--- config.mk ---
export PLATFORM = sky130hd
export DESIGN_NAME = uart_rx_frame_flat
export DESIGN_NICKNAME = d
export VERILOG_FILES = /design/src/rtl/uart_pkg.sv /design/src/rtl/uart_rx_frame_if.sv /design/src/rtl/uart_sync.sv /design/src/rtl/uart_rx_frame.sv /design/src/flat_wrapper.sv
export SDC_FILE = /design/constraint.sdc
export NUM_CORES = 1
export LEC_CHECK = 0
export ABC_CLOCK_PERIOD_IN_PS = 7990
export CAP_MARGIN = 5
export CORE_MARGIN = 2
export CORE_UTILIZATION = 35
export CTS_CLUSTER_SIZE = 30
export DETAILED_ROUTE_END_ITERATION = 12
export PLACE_DENSITY_LB_ADDON = 0.2
export SETUP_SLACK_MARGIN = 0.5
export SYNTH_ARGS = -nofsm -noshare
export SYNTH_HDL_FRONTEND = slang
export SYNTH_SLANG_ARGS = --single-unit
--- constraint.sdc ---
create_clock -name clk -period 7.99 [get_ports clk]
set_input_delay 1.598 -clock clk [delete_from_list [all_inputs] [get_ports clk]]
set_output_delay 1.598 -clock clk [all_outputs]
set_load 0.1 [all_outputs]
--- src/rtl/uart_pkg.sv ---
`default_nettype none
// ============================================================================
// Module      : uart_pkg
// Description : Shared UART types and constants: the parity selector encoding,
//               the receiver FSM state encoding and the minimum bit divisor.
//               parity_enabled() reports whether a parity bit is on the wire.
// Revision    : 1.0 - initial release
// ============================================================================
package uart_pkg;

    typedef enum logic [1:0] {
        PAR_NONE  = 2'b00,
        PAR_EVEN  = 2'b01,
        PAR_ODD   = 2'b10,
        PAR_NONE2 = 2'b11
    } parity_e;

    typedef enum logic [2:0] {
        IDLE   = 3'd0,
        START  = 3'd1,
        DATA   = 3'd2,
        PARITY = 3'd3,
        STOP   = 3'd4
    } rx_state_e;

    localparam int UART_MIN_DIV = 4;

    function automatic logic parity_enabled(input parity_e p);
        return (p == PAR_EVEN) || (p == PAR_ODD);
    endfunction

endpackage
`default_nettype wire

--- src/rtl/uart_rx_frame_if.sv ---
`default_nettype none
// ============================================================================
// Module      : uart_rx_frame_if
// Description : One-deep valid/ready output buffer of the UART receiver.
//               master : receiver side (drives data, valid and error flags)
//               slave  : consumer side (drives ready)
//   o_rx_data        received word
//   o_rx_valid       buffer holds an unconsumed word
//   i_rx_ready       consumer accepts the word
//   o_framing_error  stop bit was low (qualified by o_rx_valid)
//   o_parity_error   parity mismatch (qualified by o_rx_valid)
// Revision    : 1.0 - initial release
// ============================================================================
interface uart_rx_frame_if #(
    parameter int DATA_BITS = 8
);
    logic [DATA_BITS-1:0] o_rx_data;
    logic                 o_rx_valid;
    logic                 i_rx_ready;
    logic                 o_framing_error;
    logic                 o_parity_error;

    modport master (
        output o_rx_data,
        output o_rx_valid,
        output o_framing_error,
        output o_parity_error,
        input  i_rx_ready
    );

    modport slave (
        input  o_rx_data,
        input  o_rx_valid,
        input  o_framing_error,
        input  o_parity_error,
        output i_rx_ready
    );
endinterface
`default_nettype wire

--- src/rtl/uart_sync.sv ---
`default_nettype none
// ============================================================================
// Module      : uart_sync
// Description : Multi-flop synchroniser for the asynchronous serial line.
//               Flops preset to 1 so the idle-high line never shows a false
//               falling edge after reset.
//   clk, rst   clock, asynchronous active-high reset
//   i_async    asynchronous input
//   o_sync     synchronised output (SYNC_STAGES cycles of delay)
// Revision    : 1.0 - initial release
// ============================================================================
module uart_sync #(
    parameter int SYNC_STAGES = 2
) (
    input  wire logic clk,
    input  wire logic rst,
    input  wire logic i_async,
    output logic      o_sync
);

    logic [SYNC_STAGES-1:0] r_sync;

    always_ff @(posedge clk or posedge rst) begin
        if (rst) begin
            r_sync <= '1;
        end else begin
            r_sync <= {r_sync[SYNC_STAGES-2:0], i_async};
        end
    end

    assign o_sync = r_sync[SYNC_STAGES-1];

endmodule
`default_nettype wire

--- src/rtl/uart_rx_frame.sv ---
`default_nettype none
// ============================================================================
// Module      : uart_rx_frame
// Description : UART receiver. Deserialises start bit, DATA_BITS data bits
//               LSB first, optional parity bit and one stop bit from the
//               idle-high line; delivers words through a one-deep valid/ready
//               buffer with framing/parity flags and an overrun pulse.
//   clk, rst          clock, asynchronous active-high reset
//   i_rx              serial line (asynchronous, idle high)
//   i_baud_divisor    clocks per bit (clamped to MIN_DIV, latched per frame)
//   i_parity_type     00/11 none, 01 even, 10 odd
//   rx_if             output buffer (master modport)
//   o_overrun_error   1-cycle pulse when a completed frame is dropped
//   o_busy            FSM not idle
//   o_break           (only with UART_RX_BREAK_DETECT_EN) 1-cycle pulse on an
//                     all-zero frame; such a frame is not buffered
// Build option: define UART_RX_BREAK_DETECT_EN to enable break detection.
// Revision    : 1.0 - initial release
// ============================================================================
module uart_rx_frame
    import uart_pkg::*;
#(
    parameter int DATA_BITS   = 8,
    parameter int SYNC_STAGES = 2,
    parameter int MIN_DIV     = UART_MIN_DIV
) (
    input  wire logic        clk,
    input  wire logic        rst,
    input  wire logic        i_rx,
    input  wire logic [15:0] i_baud_divisor,
    input  wire logic [1:0]  i_parity_type,
    uart_rx_frame_if.master  rx_if,
    output logic             o_overrun_error,
`ifdef UART_RX_BREAK_DETECT_EN
    output logic             o_break,
`endif
    output logic             o_busy
);

    // ------------------------------------------------------------------
    // Line synchroniser and edge detect
    // ------------------------------------------------------------------
    logic w_rx_s;
    logic r_rx_prev;

    uart_sync #(
        .SYNC_STAGES (SYNC_STAGES)
    ) u_sync (
        .clk     (clk),
        .rst     (rst),
        .i_async (i_rx),
        .o_sync  (w_rx_s)
    );

    always_ff @(posedge clk or posedge rst) begin
        if (rst) r_rx_prev <= 1'b1;
        else     r_rx_prev <= w_rx_s;
    end

    // ------------------------------------------------------------------
    // Frame state
    // ------------------------------------------------------------------
    rx_state_e            r_state;
    rx_state_e            w_state_next;
    logic [15:0]          r_div;
    logic [15:0]          r_cnt;
    logic [3:0]           r_bit_idx;
    logic [DATA_BITS-1:0] r_shift;
    logic                 r_par_bit;
    parity_e              r_par_type;

    logic [15:0] w_div;
    logic        w_fall;
    logic        w_expire;
    logic        w_last_bit;
    logic        w_par_en;

    assign w_div      = (i_baud_divisor < 16'(MIN_DIV)) ? 16'(MIN_DIV) : i_baud_divisor;
    assign w_fall     = r_rx_prev & ~w_rx_s;
    assign w_expire   = (r_cnt == 16'd0);
    assign w_last_bit = (r_bit_idx == 4'(DATA_BITS - 1));
    assign w_par_en   = parity_enabled(r_par_type);

    // FSM control strobes
    logic w_start;      // start edge seen in IDLE
    logic w_data_go;    // start bit confirmed low at mid-bit
    logic w_sample;     // mid-bit data sample
    logic w_par_cap;    // mid-bit parity sample
    logic w_complete;   // mid-stop-bit sample, frame done

    always_ff @(posedge clk or posedge rst) begin
        if (rst) r_state <= IDLE;
        else     r_state <= w_state_next;
    end

    always_comb begin
        w_state_next = r_state;
        w_start      = 1'b0;
        w_data_go    = 1'b0;
        w_sample     = 1'b0;
        w_par_cap    = 1'b0;
        w_complete   = 1'b0;
        case (r_state)
            IDLE: begin
                if (w_fall) begin
                    w_start      = 1'b1;
                    w_state_next = START;
                end
            end
            START: begin
                if (w_expire) begin
                    if (!w_rx_s) begin
                        w_data_go    = 1'b1;
                        w_state_next = DATA;
                    end else begin
                        // Line went back high: a glitch, not a frame
                        w_state_next = IDLE;
                    end
                end
            end
            DATA: begin
                if (w_expire) begin
                    w_sample = 1'b1;
                    if (w_last_bit) w_state_next = w_par_en ? PARITY : STOP;
                end
            end
            PARITY: begin
                if (w_expire) begin
                    w_par_cap    = 1'b1;
                    w_state_next = STOP;
                end
            end
            STOP: begin
                if (w_expire) begin
                    // Back to IDLE at mid-stop so a following start edge is caught
                    w_complete   = 1'b1;
                    w_state_next = IDLE;
                end
            end
            default: w_state_next = IDLE;
        endcase
    end

    // Bit timer, divisor/parity latches and shift register
    always_ff @(posedge clk or posedge rst) begin
        if (rst) begin
            r_div      <= 16'd0;
            r_cnt      <= 16'd0;
            r_bit_idx  <= 4'd0;
            r_shift    <= '0;
            r_par_bit  <= 1'b0;
            r_par_type <= PAR_NONE;
        end else begin
            if (w_start) begin
                // First sample lands half a bit in: the middle of the start bit
                r_div      <= w_div;
                r_cnt      <= (w_div >> 1) - 16'd1;
                r_par_type <= parity_e'(i_parity_type);
                r_par_bit  <= 1'b0;
            end else if (r_state != IDLE) begin
                r_cnt <= w_expire ? (r_div - 16'd1) : (r_cnt - 16'd1);
            end

            if (w_data_go)     r_bit_idx <= 4'd0;
            else if (w_sample) r_bit_idx <= r_bit_idx + 4'd1;

            // LSB arrives first, so shifting in at the MSB ends LSB-aligned
            if (w_sample)  r_shift   <= {w_rx_s, r_shift[DATA_BITS-1:1]};
            if (w_par_cap) r_par_bit <= w_rx_s;
        end
    end

    // ------------------------------------------------------------------
    // Frame completion and output buffer
    // ------------------------------------------------------------------
    logic w_frame_fe;
    logic w_frame_pe;
    logic w_deliver;

    assign w_frame_fe = ~w_rx_s;
    // Data plus parity must have even weight for even parity, odd for odd
    assign w_frame_pe = w_par_en &&
                        (((^r_shift) ^ r_par_bit) != (r_par_type == PAR_ODD));

`ifdef UART_RX_BREAK_DETECT_EN
    logic w_is_break;
    logic r_break;
    assign w_is_break = (r_shift == '0) && !(w_par_en && r_par_bit) && !w_rx_s;
    assign w_deliver  = w_complete && !w_is_break;
    assign o_break    = r_break;

    always_ff @(posedge clk or posedge rst) begin
        if (rst) r_break <= 1'b0;
        else     r_break <= w_complete && w_is_break;
    end
`else
    assign w_deliver  = w_complete;
`endif

    logic [DATA_BITS-1:0] r_data;
    logic                 r_valid;
    logic                 r_fe;
    logic                 r_pe;
    logic                 r_overrun;

    always_ff @(posedge clk or posedge rst) begin
        if (rst) begin
            r_data    <= '0;
            r_valid   <= 1'b0;
            r_fe      <= 1'b0;
            r_pe      <= 1'b0;
            r_overrun <= 1'b0;
        end else begin
            r_overrun <= 1'b0;
            if (r_valid && rx_if.i_rx_ready) r_valid <= 1'b0;
            // A refill in the same cycle as a drain wins, keeping valid high
            if (w_deliver) begin
                if (!r_valid || rx_if.i_rx_ready) begin
                    r_data  <= r_shift;
                    r_fe    <= w_frame_fe;
                    r_pe    <= w_frame_pe;
                    r_valid <= 1'b1;
                end else begin
                    r_overrun <= 1'b1;
                end
            end
        end
    end

    assign rx_if.o_rx_data       = r_data;
    assign rx_if.o_rx_valid      = r_valid;
    assign rx_if.o_framing_error = r_fe;
    assign rx_if.o_parity_error  = r_pe;
    assign o_overrun_error       = r_overrun;
    assign o_busy                = (r_state != IDLE);

endmodule
`default_nettype wire

--- src/flat_wrapper.sv ---
// flat-port wrapper written by rule: the top's interface ports become plain ports
module uart_rx_frame_flat import uart_pkg::*;
#(
    parameter int DATA_BITS   = 8,
    parameter int SYNC_STAGES = 2,
    parameter int MIN_DIV     = UART_MIN_DIV
)
  (clk, rst, i_rx, i_baud_divisor, i_parity_type, o_overrun_error, o_busy, rx_if_o_rx_data, rx_if_o_rx_valid, rx_if_o_framing_error, rx_if_o_parity_error, rx_if_i_rx_ready);
  uart_rx_frame_if #(.DATA_BITS(DATA_BITS)) rx_if_i ();
  input  wire logic clk;
  input  wire logic rst;
  input  wire logic i_rx;
  input  wire logic [15:0] i_baud_divisor;
  input  wire logic [1:0] i_parity_type;
  output logic o_overrun_error;
  output logic o_busy;
  output wire logic [$bits(rx_if_i.o_rx_data)-1:0] rx_if_o_rx_data;
  output wire logic [$bits(rx_if_i.o_rx_valid)-1:0] rx_if_o_rx_valid;
  output wire logic [$bits(rx_if_i.o_framing_error)-1:0] rx_if_o_framing_error;
  output wire logic [$bits(rx_if_i.o_parity_error)-1:0] rx_if_o_parity_error;
  input wire logic [$bits(rx_if_i.i_rx_ready)-1:0] rx_if_i_rx_ready;
  assign rx_if_o_rx_data = rx_if_i.o_rx_data;
  assign rx_if_o_rx_valid = rx_if_i.o_rx_valid;
  assign rx_if_o_framing_error = rx_if_i.o_framing_error;
  assign rx_if_o_parity_error = rx_if_i.o_parity_error;
  assign rx_if_i.i_rx_ready = rx_if_i_rx_ready;
  uart_rx_frame #(.DATA_BITS(DATA_BITS), .SYNC_STAGES(SYNC_STAGES), .MIN_DIV(MIN_DIV)) u_core (.clk(clk), .rst(rst), .i_rx(i_rx), .i_baud_divisor(i_baud_divisor), .i_parity_type(i_parity_type), .rx_if(rx_if_i), .o_overrun_error(o_overrun_error), .o_busy(o_busy));
endmodule
==> flow_summary.json <==
{
  "p_per_area_nw_per_um2": 311,
  "min_period_ns": 4.27,
  "die_area_um2": 10000,
  "grt_pass1_wl_um": 12800,
  "post-route-util": 0.421,
  "timing.rr.start": "u_core.r_cnt[11]$_DFFE_PP0P_",
  "crit_start": "i_baud_divisor[6]",
  "fillers": 902,
  "max_freq_ghz": 0.234,
  "synth_cells": 335,
  "start_kind": "input pin",
  "r2r_cells": 8,
  "ios": 35,
  "clkSlewWorstSetupHoldPaths_ns": 0.07,
  "netlist_area_um2": 3240,
  "die_h_um": 100,
  "critPathArrivalTime_ns": 4.55,
  "netlist.area_leader.share": 0.480,
  "num_antenna_cells": 0,
  "skew_ns": 0.0119,
  "grt_use_total": 0.161,
  "cts_max_level": 3,
  "ys_ff_latch": 65,
  "status": "finished, final reports clean",
  "synth_warnings": 0,
  "timing.rr.end": "u_core.r_bit_idx[3]$_DFFE_PP0P_",
  "rsz0062_at_grt": "false",
  "hold_class": "reg -> reg",
  "start_util": 0.355,
  "synth_top_family_by_area": "simple AND/OR/NAND/NOR gates",
  "slew_headroom": 0.292,
  "path_class": "in -> reg",
  "via_per_inst": 5.15,
  "dr_total_vias": 2498,
  "drc": 0,
  "num_rows": 35,
  "fin_tns_setup_ns": 0,
  "grt_antenna_before_repair": 0,
  "yosys.area.top_type": "dfrtp_1",
  "ys_top_cells_by_area": "dfrtp_1, nand2_1, mux2_2",
  "ys_types": 51,
  "fp.coreArea_um2": 9110,
  "final.period_utilization": 0.535,
  "worst_pin_slew_ns": 1.06,
  "drtIter0Drc": 113,
  "insertion_delay_ns": 0.34,
  "synth_edf_count": 0,
  "finalHoldViolations": 0,
  "synth-xor-area-share": 0.0623,
  "wl_um": 7270,
  "async_flop_share": 1.00,
  "ys_seq_area_frac": 0.504,
  "clock_path_buffers": 2,
  "cp-end-kind": "flop",
  "gr-total-overflow": 0,
  "post_cts_resize_count": 0,
  "p_total_w": 0.00119,
  "maxSlewViolCount": 0,
  "setup_viol": 0,
  "crit_end": "u_core.r_cnt[8]$_DFFE_PP0P_",
  "port_buffers": 34,
  "synth_fa_ha_area_frac": 0.0116,
  "grt_pass1_vias": 2597,
  "cts_setup_buffers": 0,
  "synth-simple-area-share": 0.222,
  "fin_nets": 394,
  "muxShareOfSynthArea": 0.0619,
  "root_buffer": "clkbuf_8",
  "synthFlopType": "dfrtp_1",
  "peakVddDrop_uv": 220,
  "drv_cap": 0,
  "cts_tree": "built",
  "clkSinkCount": 65,
  "wire_per_inst_um": 15.0,
  "synth_compound_area_frac": 0.113,
  "cts_hold_buf": 0,
  "critPathMaxFanout": 5,
  "fp.dieW_um": 100,
  "drive_above_1_share": 0.123,
  "syn_to_final_growth_pct": 18.4,
  "avgSynthCellArea_um2": 9.66,
  "cp.required_ns": 8.26,
  "synthesis.nets": 360,
  "grt_max_degree": 66,
  "gp_congestion": 0.904,
  "first_pass_iters": 4,
  "power_leakage_nw": 1.68,
  "cts_buffers": 9,
  "rrSetupSlack_ns": 4.63,
  "hpwl_um": 5000,
  "drtAntennaViolNets": 0
}
-- synth_stat cells, types with 3 or more instances --
cell type  number
mux2_2         16
buf_2           6
xor2_1          9
clkbuf_1        3
a21oi_1         7
and4_1          4
buf_1           3
nor3_1         12
xnor2_1        14
inv_1           4
o211ai_1        8
nor2_1         25
nand2b_1        3
nand2_1        73
a31oi_1         4
o21ai_1         7
nor4_1          4
o21ai_0        16
dfrtp_1        62
ha_1            3
dfstp_2         3
nand3_1         9
-- worst min path at each step --
stage                                 startpoint                                end  slack (ns)  cells after the start
3_5_place_dp   u_core.u_sync.r_sync[0]$_DFF_PP1_  u_core.u_sync.r_sync[1]$_DFF_PP1_        0.35                      0
2_1_floorplan  u_core.u_sync.r_sync[0]$_DFF_PP1_  u_core.u_sync.r_sync[1]$_DFF_PP1_        0.35                      0
6_report       u_core.u_sync.r_sync[0]$_DFF_PP1_  u_core.u_sync.r_sync[1]$_DFF_PP1_        0.37                      0
3_3_place_gp   u_core.u_sync.r_sync[0]$_DFF_PP1_  u_core.u_sync.r_sync[1]$_DFF_PP1_        0.35                      0
5_1_grt        u_core.u_sync.r_sync[0]$_DFF_PP1_  u_core.u_sync.r_sync[1]$_DFF_PP1_        0.37                      0
4_1_cts        u_core.u_sync.r_sync[0]$_DFF_PP1_  u_core.u_sync.r_sync[1]$_DFF_PP1_        0.37                      0
-- critical path: stages --
cell	delay, ns
clkdlybuf4s50_1	0.48
nor3_1	0.40
and4_1	0.30
nor2_1	0.08
a221o_1	0.40
inv_1	0.10
ha_1	0.15
o21ai_1	0.13
nor3_2	0.34
nand2b_1	0.11
or3_1	0.38
nand3_1	0.09
-- flip-flops by register name, indices dropped and copies added, names as in the netlist --
register	flops
u_core.r_div	16
u_core.o_overrun_error	1
u_core.r_bit_idx	4
u_core.r_cnt	16
u_core.r_shift	8
u_core.rx_if.o_rx_data	8
u_core.rx_if.o_rx_valid	1
u_core.u_sync.r_sync	2
u_core.r_par_bit	1
u_core.r_rx_prev	1
u_core.r_par_type	2
u_core.rx_if.o_framing_error	1
u_core.r_state	3
u_core.rx_if.o_parity_error	1
-- cell usage in the layout (no fill, tap or decap), types with 3 or more instances in the layout --
cell type	n
nand2_1	73
dfrtp_1	62
clkdlybuf4s50_1	34
nor2_1	24
o21ai_0	16
mux2_2	16
xnor2_1	14
nor3_1	12
nand3_1	9
xor2_1	9
clkbuf_8	9
o211ai_1	8
a21oi_1	7
o21ai_1	7
nor4_1	4
and4_1	4
a31oi_1	4
clkinv_2	4
nand2b_1	3
inv_1	3
ha_1	3
dfstp_2	3
-- logic make-up after synthesis --
family | after synthesis
simple gates | 150
flops | 65
compound gates | 58
xor+xnor | 23
buf+inv | 18
mux | 18
fa+ha+maj | 3
-- area by class of cell --
| cell class | instances | area, um^2 | share of cell area |
|---|---|---|---|
| Clock buffer | 10 | 128 | 0.0333 |
| Sequential cell | 65 | 1630 | 0.426 |
| Multi-Input combinational cell | 252 | 1530 | 0.398 |
| Clock inverter | 6 | 35.0 | 0.00914 |
| Tap cell | 111 | 139 | 0.0363 |
| Inverter | 5 | 18.8 | 0.00490 |
| Timing Repair Buffer | 36 | 355 | 0.0927 |
-- routing by layer --
layer,part of all wire,wire (um),global-route usage,vias up
met5,0,0,0,-
met4,0.017,126,0.0695,0
met3,0.032,234,0.0244,12
met2,0.46,3340,0.248,34
met1,0.49,3570,0.225,1213
li1,-,-,-,1239
-- report_power, final --
group	total [W]	internal, W	switching (W)
clock	0.000239	0.000110	0.000129
combinational	0.000454	0.000170	0.000284
sequential	0.000496	0.000421	0.0000758
total	0.00119	0.000701	0.000489
-- metrics by stage --
| stage | worst slack (ns) | instance area [um^2] | cells | hold WS [ns] |
|---|---|---|---|---|
| 3_3_place_gp | 3.43 | 3670 | 469 | 0.346 |
| 2_1_floorplan | 4.36 | 3240 | 335 | 0.345 |
| 4_1_cts | 3.78 | 3830 | 485 | 0.368 |
| 6_report | 3.72 | 3830 | 485 | 0.369 |
| 5_1_grt | 3.56 | 3830 | 485 | 0.374 |
| 3_5_place_dp | 3.42 | 3670 | 469 | 0.352 |
Note: power is estimated with default switching activity, not from simulation.
